===== config.mk =====
export PLATFORM = sky130hd
export DESIGN_NAME = io_seg_scan
export DESIGN_NICKNAME = d
export VERILOG_FILES = /design/src/rtl/io_seg_scan.sv
export SDC_FILE = /design/constraint.sdc
export NUM_CORES = 1
export LEC_CHECK = 0
export ABC_AREA = 0
export BUFFER_PORTS_ARGS = -buffer_cell sky130_fd_sc_hd__buf_2
export CAP_MARGIN = 20
export CORE_ASPECT_RATIO = 1.4
export CORE_MARGIN = 5
export CORE_UTILIZATION = 51
export DETAILED_ROUTE_END_ITERATION = 10
export PLACE_DENSITY_LB_ADDON = 0.1
export SETUP_SLACK_MARGIN = 0.5
export SLEW_MARGIN = 10
export SYNTH_ARGS = -nofsm -noshare
export SYNTH_HDL_FRONTEND = slang
export SYNTH_SLANG_ARGS = --single-unit

===== constraint.sdc =====
create_clock -name clock -period 4.9 [get_ports clock]
set_clock_uncertainty 0.1 [all_clocks]
set_input_delay 0.49 -clock clock [delete_from_list [all_inputs] [get_ports clock]]
set_output_delay 0.49 -clock clock [all_outputs]
set_load 0.1 [all_outputs]

===== src/rtl/io_seg_scan.sv =====
// Time-multiplexed 8-digit common-anode 7-segment scanner for the CPU output ports.
// Shows byte [7:0] of each port as two hex digits. Define SEG_LZB_EN for leading-zero blanking.
module io_seg_scan #(
  parameter int unsigned CLK_DIV   = 50000,
  parameter int unsigned BLANK_CYC = 16
) (
  input  logic        clock,
  input  logic        resetn,
  input  logic [31:0] out_port0,
  input  logic [31:0] out_port1,
  input  logic [31:0] out_port2,
  input  logic [31:0] out_port3,
  output logic [6:0]  seg,
  output logic [7:0]  an,
  output logic        frame_start
);

  localparam int unsigned CNT_W = 20;
  localparam int unsigned DIG_W = 3;

  logic [CNT_W-1:0] cnt;
  logic [DIG_W-1:0] dig;
  logic [31:0]      snap;

  logic             tick_c;
  logic             wrap_c;
  logic             blank_c;
  logic [3:0]       nib_c;
  logic [6:0]       hex_c;
  logic [6:0]       seg_c;
  logic             unused_hi_c;

  assign tick_c = (cnt == CNT_W'(CLK_DIV - 1));
  assign wrap_c = tick_c && (dig == DIG_W'(7));
  assign nib_c  = 4'(snap >> {dig, 2'b00});

  // Anti-ghosting window at the start of every digit slot.
  generate
    if (BLANK_CYC == 0) begin : g_no_blank
      assign blank_c = 1'b0;
    end else begin : g_blank
      assign blank_c = (cnt < CNT_W'(BLANK_CYC));
    end
  endgenerate

  // Hex to active-low gfedcba.
  always_comb begin
    hex_c = 7'h7F;
    case (nib_c)
      4'h0: hex_c = 7'h40;
      4'h1: hex_c = 7'h79;
      4'h2: hex_c = 7'h24;
      4'h3: hex_c = 7'h30;
      4'h4: hex_c = 7'h19;
      4'h5: hex_c = 7'h12;
      4'h6: hex_c = 7'h02;
      4'h7: hex_c = 7'h78;
      4'h8: hex_c = 7'h00;
      4'h9: hex_c = 7'h10;
      4'hA: hex_c = 7'h08;
      4'hB: hex_c = 7'h03;
      4'hC: hex_c = 7'h46;
      4'hD: hex_c = 7'h21;
      4'hE: hex_c = 7'h06;
      4'hF: hex_c = 7'h0E;
      default: hex_c = 7'h7F;
    endcase
  end

  always_comb begin
    seg_c = hex_c;
`ifdef SEG_LZB_EN
    // Odd digits carry the high nibble of a byte; suppress a leading zero there.
    if (dig[0] && (nib_c == 4'h0)) seg_c = 7'h7F;
`endif
  end

  // Only the low byte of each port is displayed.
  assign unused_hi_c = ^{out_port0[31:8], out_port1[31:8], out_port2[31:8], out_port3[31:8]};

  always_ff @(posedge clock or negedge resetn) begin
    if (!resetn) begin
      cnt         <= '0;
      dig         <= '0;
      snap        <= 32'h0;
      seg         <= 7'h7F;
      an          <= 8'hFF;
      frame_start <= 1'b0;
    end else begin
      if (tick_c) begin
        cnt <= '0;
        dig <= dig + DIG_W'(1);
      end else begin
        cnt <= cnt + CNT_W'(1);
      end
      // Snapshot once per frame so a digit pair never tears.
      if (wrap_c) begin
        snap <= {out_port3[7:0], out_port2[7:0], out_port1[7:0], out_port0[7:0]};
      end
      frame_start <= wrap_c;
      if (blank_c) begin
        an  <= 8'hFF;
        seg <= 7'h7F;
      end else begin
        an  <= ~(8'b1 << dig);
        seg <= seg_c;
      end
    end
  end

endmodule


==> Word level (Yosys, flattened, before mapping) <==
Memories as Yosys holds them, arrays and structs flattened.
Index checks and enable logic that the tools add are counted.
{ "word_totals": {"in_bits": 130, "memories": 1, "reg_bits": 71, "out_inout_bits": 16, "romBits": 112} }
{ "memory_table": {"columns": ["name", "words", "width", "rd", "rd_clocked_by_memory_dff", "write_ports", "line", "rtl"], "rows": [
  ["(no name shown)", 16, 7, 1, 0, 0, "49", "case (nib_c)"]
]} }
{ "op_classes": {"n_addsub": 2, "muxes": 3, "bitwise_logic": 1, "reduce_logical": 1, "n_shift": 2, "n_lt_le_gt_ge": 1, "n_eq_ne": 2} }
{ "ops": {"columns": ["op", "n"], "rows": [
  ["right shift 32 x 5 -> 4 bit", 1],
  ["adder 20 x 1 -> 20 bit (second input constant)", 1],
  ["== test 20 x 16 -> 1 bit (second input constant)", 1],
  ["less-than comparator 20 x 5 -> 1 bit (second input constant)", 1],
  ["two-way mux 20 bit", 1],
  ["two-way mux 8 bit", 1],
  ["NOT 8 bit", 1],
  ["<< shifter 1 x 3 -> 8 bit (first input constant)", 1],
  ["two-way mux 7 bit", 1],
  ["adder 3 x 1 -> 3 bit (second input constant)", 1],
  ["== test 3 bit (second input constant)", 1],
  ["logical AND 1 bit", 1]
]} }

==> Logic depth before layout (Yosys ltp) <==
{ "depth": {"word_depth": 3, "depth_mapped": 9, "depth_no_buf": 8} }

==> Worst setup path after synthesis <==
Ideal clock, no wire load.
{ "synth_path": {"path_kind": "register to register", "from": "register dig[0]", "to": "register seg[3]", "required_time_ns": 4.706, "path_stages_with_launch": 9, "path_slack_ns": 2.624, "arrival_ns": 2.083, "period_less_slack_ns": 2.276, "cell_sequence": "dfrtp_1 -> buf_6 -> mux4_2 -> mux2_4 -> ha_1 -> inv_1 -> nor3_1 -> a2111oi_0 -> a31oi_1"} }
{ "synth_via": {"elab_chain_cells": 3} }
{ "synth_lines": {"columns": ["item", "line", "rtl"], "rows": [
  ["from (decl)", "22", "logic [DIG_W-1:0] dig;"],
  ["from (signal assigned)", "92", "dig <= dig + DIG_W'(1);"],
  ["right shift 32 x 5 -> 4 bit", "35", "assign nib_c = 4'(snap >> {dig, 2'b00});"],
  ["memory read (16 x 7 bit)", null, null],
  ["two-way mux 7 bit", "101", "if (blank_c) begin"],
  ["to (signal assigned)", "106", "seg <= seg_c;"],
  ["to (decl)", "13", "output logic [6:0] seg,"]
]} }
Every way passes these cells.
A chain may end at the register's enable or synchronous reset.

==> Worst setup path after layout <==
Same ends and word-level chain as after synthesis.

==> flow_summary.yaml <==
yosys:
  synth-edff-count: 0
  ys_warn_count: 0
  synthArstFlopShare_pct: 100.0
  synth-seq-area-share_pct: 52.95
  syn_nets: 404
  synth_top_flop_cell: "dfrtp_1"
  ys_types: 45
  synth-seq-cells: 71
  syn-cell-area_um2: 3391
  synth.avg_cell_area_um2: 12.94
  syn-instance-count: 262
cells_and_area:
  final-seq-area_um2: 1795
  num_antenna_cells: 0
  layout.nets: 457
  multiInputGateArea_um2: 1476
  area_growth_pct: 14.43
  fillers: 542
  final_common_cell: "dfrtp_1"
  mostFrequentLayoutCells: "dfrtp_1, buf_2, mux2_2"
  final_cells: 394
  drive_gt1_share_pct: 38.75
setup_path:
  crit_path_end: "seg[3]"
  cp.arrival_ns: 2.95
  critical_path_required_ns: 5.04
  endpoint_kind: "flop"
  crit_type: "reg -> reg"
  r2r_setup_slack_ns: 2.10
  cp-startpoint: "dig[0]"
  path_max_fanout: 13
  reg2reg_to: "seg[3]"
  reg2reg_depth: 8
  cp-start-kind: "flop"
  r2r_start: "dig[0]"
detailed_routing:
  finalWirelength_um: 5915
  dr.pass1.iters: 4
  drtIter0Drc: 106
  drt.antenna.violating_nets: 0
  drc: 0
  wl_per_cell_um: 15.01
  viasPerCell: 5.518
  vias: 2174
placement:
  dp_slack_ns: 2.084
  hpwl_um: 4209
  place_congestion: 0.8598
  port_buffers: 49
  dp.cells: 378
sta:
  setup-tns-final_ns: 0
  maxSlewViolCount: 0
  fin_crit_sh_pct: 57.21
  hold_viol: 0
  slew_headroom_pct: 42.97
  setup_violations: 0
  fmax_mhz: 356.7
  min_period_ns: 2.804
  whs_ns: 0.2337
  fin_ws_ns: 2.097
  tightest_slew_ns: 0.8554
  grt_setup_unrepaired: "no"
clock_network:
  cts_buffer_depth: 2
  hold_buffers: 0
  cts_tree: "built"
  cts_htree_levels: 3
  clk_pin_slew_ns: 0.07
  cts_resized: 0
  clock_sinks: 71
  cts_buffers: 9
  postCtsSetupBuffers: 0
  worstSkewPairLatency_ns: 0.34
  cts_root_buffer: "clkbuf_8"
floorplanning:
  die_h_um: 106.5
  io_pins: 146
  coreArea_um2: 6525
  fp.dieW_um: 78.91
  initial_utilization_pct: 51.97
  rows: 35
  die-area_um2: 8402
outcome:
  status: "complete, no violations"
grt:
  grt_first_pass_wirelength_um: 10500
  antenna_found_initial: 0
  grt_max_degree: 72
  grt_use_total_pct: 16.04
  overflow: 0
  grt_pass1_vias: 2306
pwr:
  p_per_area_nw_per_um2: 287.7
  peakVddDrop_uv: 234.3
  p_leak_nw: 1.868
min_path:
  min_path_type: "in -> async"
flow_run:
  drv_cap: 0
## per-stage QoR
stage / utilization, % / area, µm² / power, mW
detailed placement: 56.07 / 3659 / 0.6217
global placement: 56.07 / 3659 / 0.6216
finish: 59.46 / 3880 / 1.116
global route: 59.46 / 3880 / 1.159
CTS: 59.46 / 3880 / 1.135
floorplan: - / 3391 / 0.5975
## final cells by class
class / count / share of cell area [%]
Sequential cell: 71 / 46.28
Clock inverter: 6 / 2.161
Multi-Input combinational cell: 173 / 38.05
Clock buffer: 10 / 3.547
Tap cell: 74 / 2.386
Inverter: 9 / 0.8707
Timing Repair Buffer: 51 / 6.708
## critical path: stages, from the launching register on
cell and delay, ns:
dfrtp_1 0.78, mux4_1 0.70, nand2_1 0.09, nand2_1 0.14, ha_1 0.27, inv_1 0.09
nor3_1 0.05, a2111oi_0 0.40, a31oi_1 0.08
## per-layer routing
metal	vias up	share of wire (%)	GRT usage, %
met5	-	0	0
met4	0	1.9	7.862
met3	10	5.6	4.153
met2	63	50	26.43
met1	1055	43	19.40
li1	1046	-	-
## power by group
part | switching [mW] | internal [mW] | leakage, nW
sequential | 0 | 0.586 | 0.925
combinational | 0.0136 | 0.00970 | 0.837
clock | 0.209 | 0.298 | 0.106
## logic make-up (layout without fill, tap and decap cells)
family / after synthesis / in the layout / share of synthesized area [%]
AO/OA/AOI/OAI: 24 / 24 / 4.797
XOR/XNOR: 18 / 18 / 4.649
adder cells (fa/ha/maj): 12 / 12 / 4.428
buffers and inverters: 18 / 76 / 3.505
flip-flops: 71 / 71 / 52.95
multiplexers: 47 / 47 / 18.19
AND/OR/NAND/NOR: 72 / 72 / 11.48
## registers in the layout, summed over array words and instances, names as in the netlist
name and flops:
frame_start 1, dig 3, seg 7, cnt 20, an 8, snap 32
## worst min-delay path by stage
stage                 startpoint       to  slack, ns  cells past startpoint
global route        out_port0[1]  snap[1]       0.25                      2
global placement         snap[1]  snap[1]       0.36                      1
finish                    resetn  cnt[19]       0.23                      2
detailed placement       cnt[19]  cnt[19]       0.37                      1
CTS                 out_port0[1]  snap[1]       0.25                      2
floorplan                 resetn   cnt[0]       0.09                      0
## Yosys cell counts, types with 2 or more instances
cell      instances  area [µm²]
mux2_2           32       360.4
nand4_1           5       31.28
mux2_1            2       22.52
a31oi_1           2       12.51
nand3_1          12       60.06
or3_1             3       18.77
xor2_1            5       43.79
dfstp_2          15       394.1
a21oi_1           5       25.02
dfrtp_1          56        1401
mux2i_1           5       50.05
inv_1             9       33.78
mux4_2            3       67.56
and4_1            2       17.52
mux4_1            3       78.83
nor4_1            3       18.77
nor3_1            4       20.02
o21ai_1           2       10.01
nand2_1          18       67.56
buf_2             2       10.01
nor2_1           14       52.55
ha_1             12       150.1
buf_6             6       67.56
o221ai_1          3       26.28
and3_1            4       25.02
o21ai_0           4       20.02
xnor2_1          13       113.9
Power figures use the tool's default switching activity.
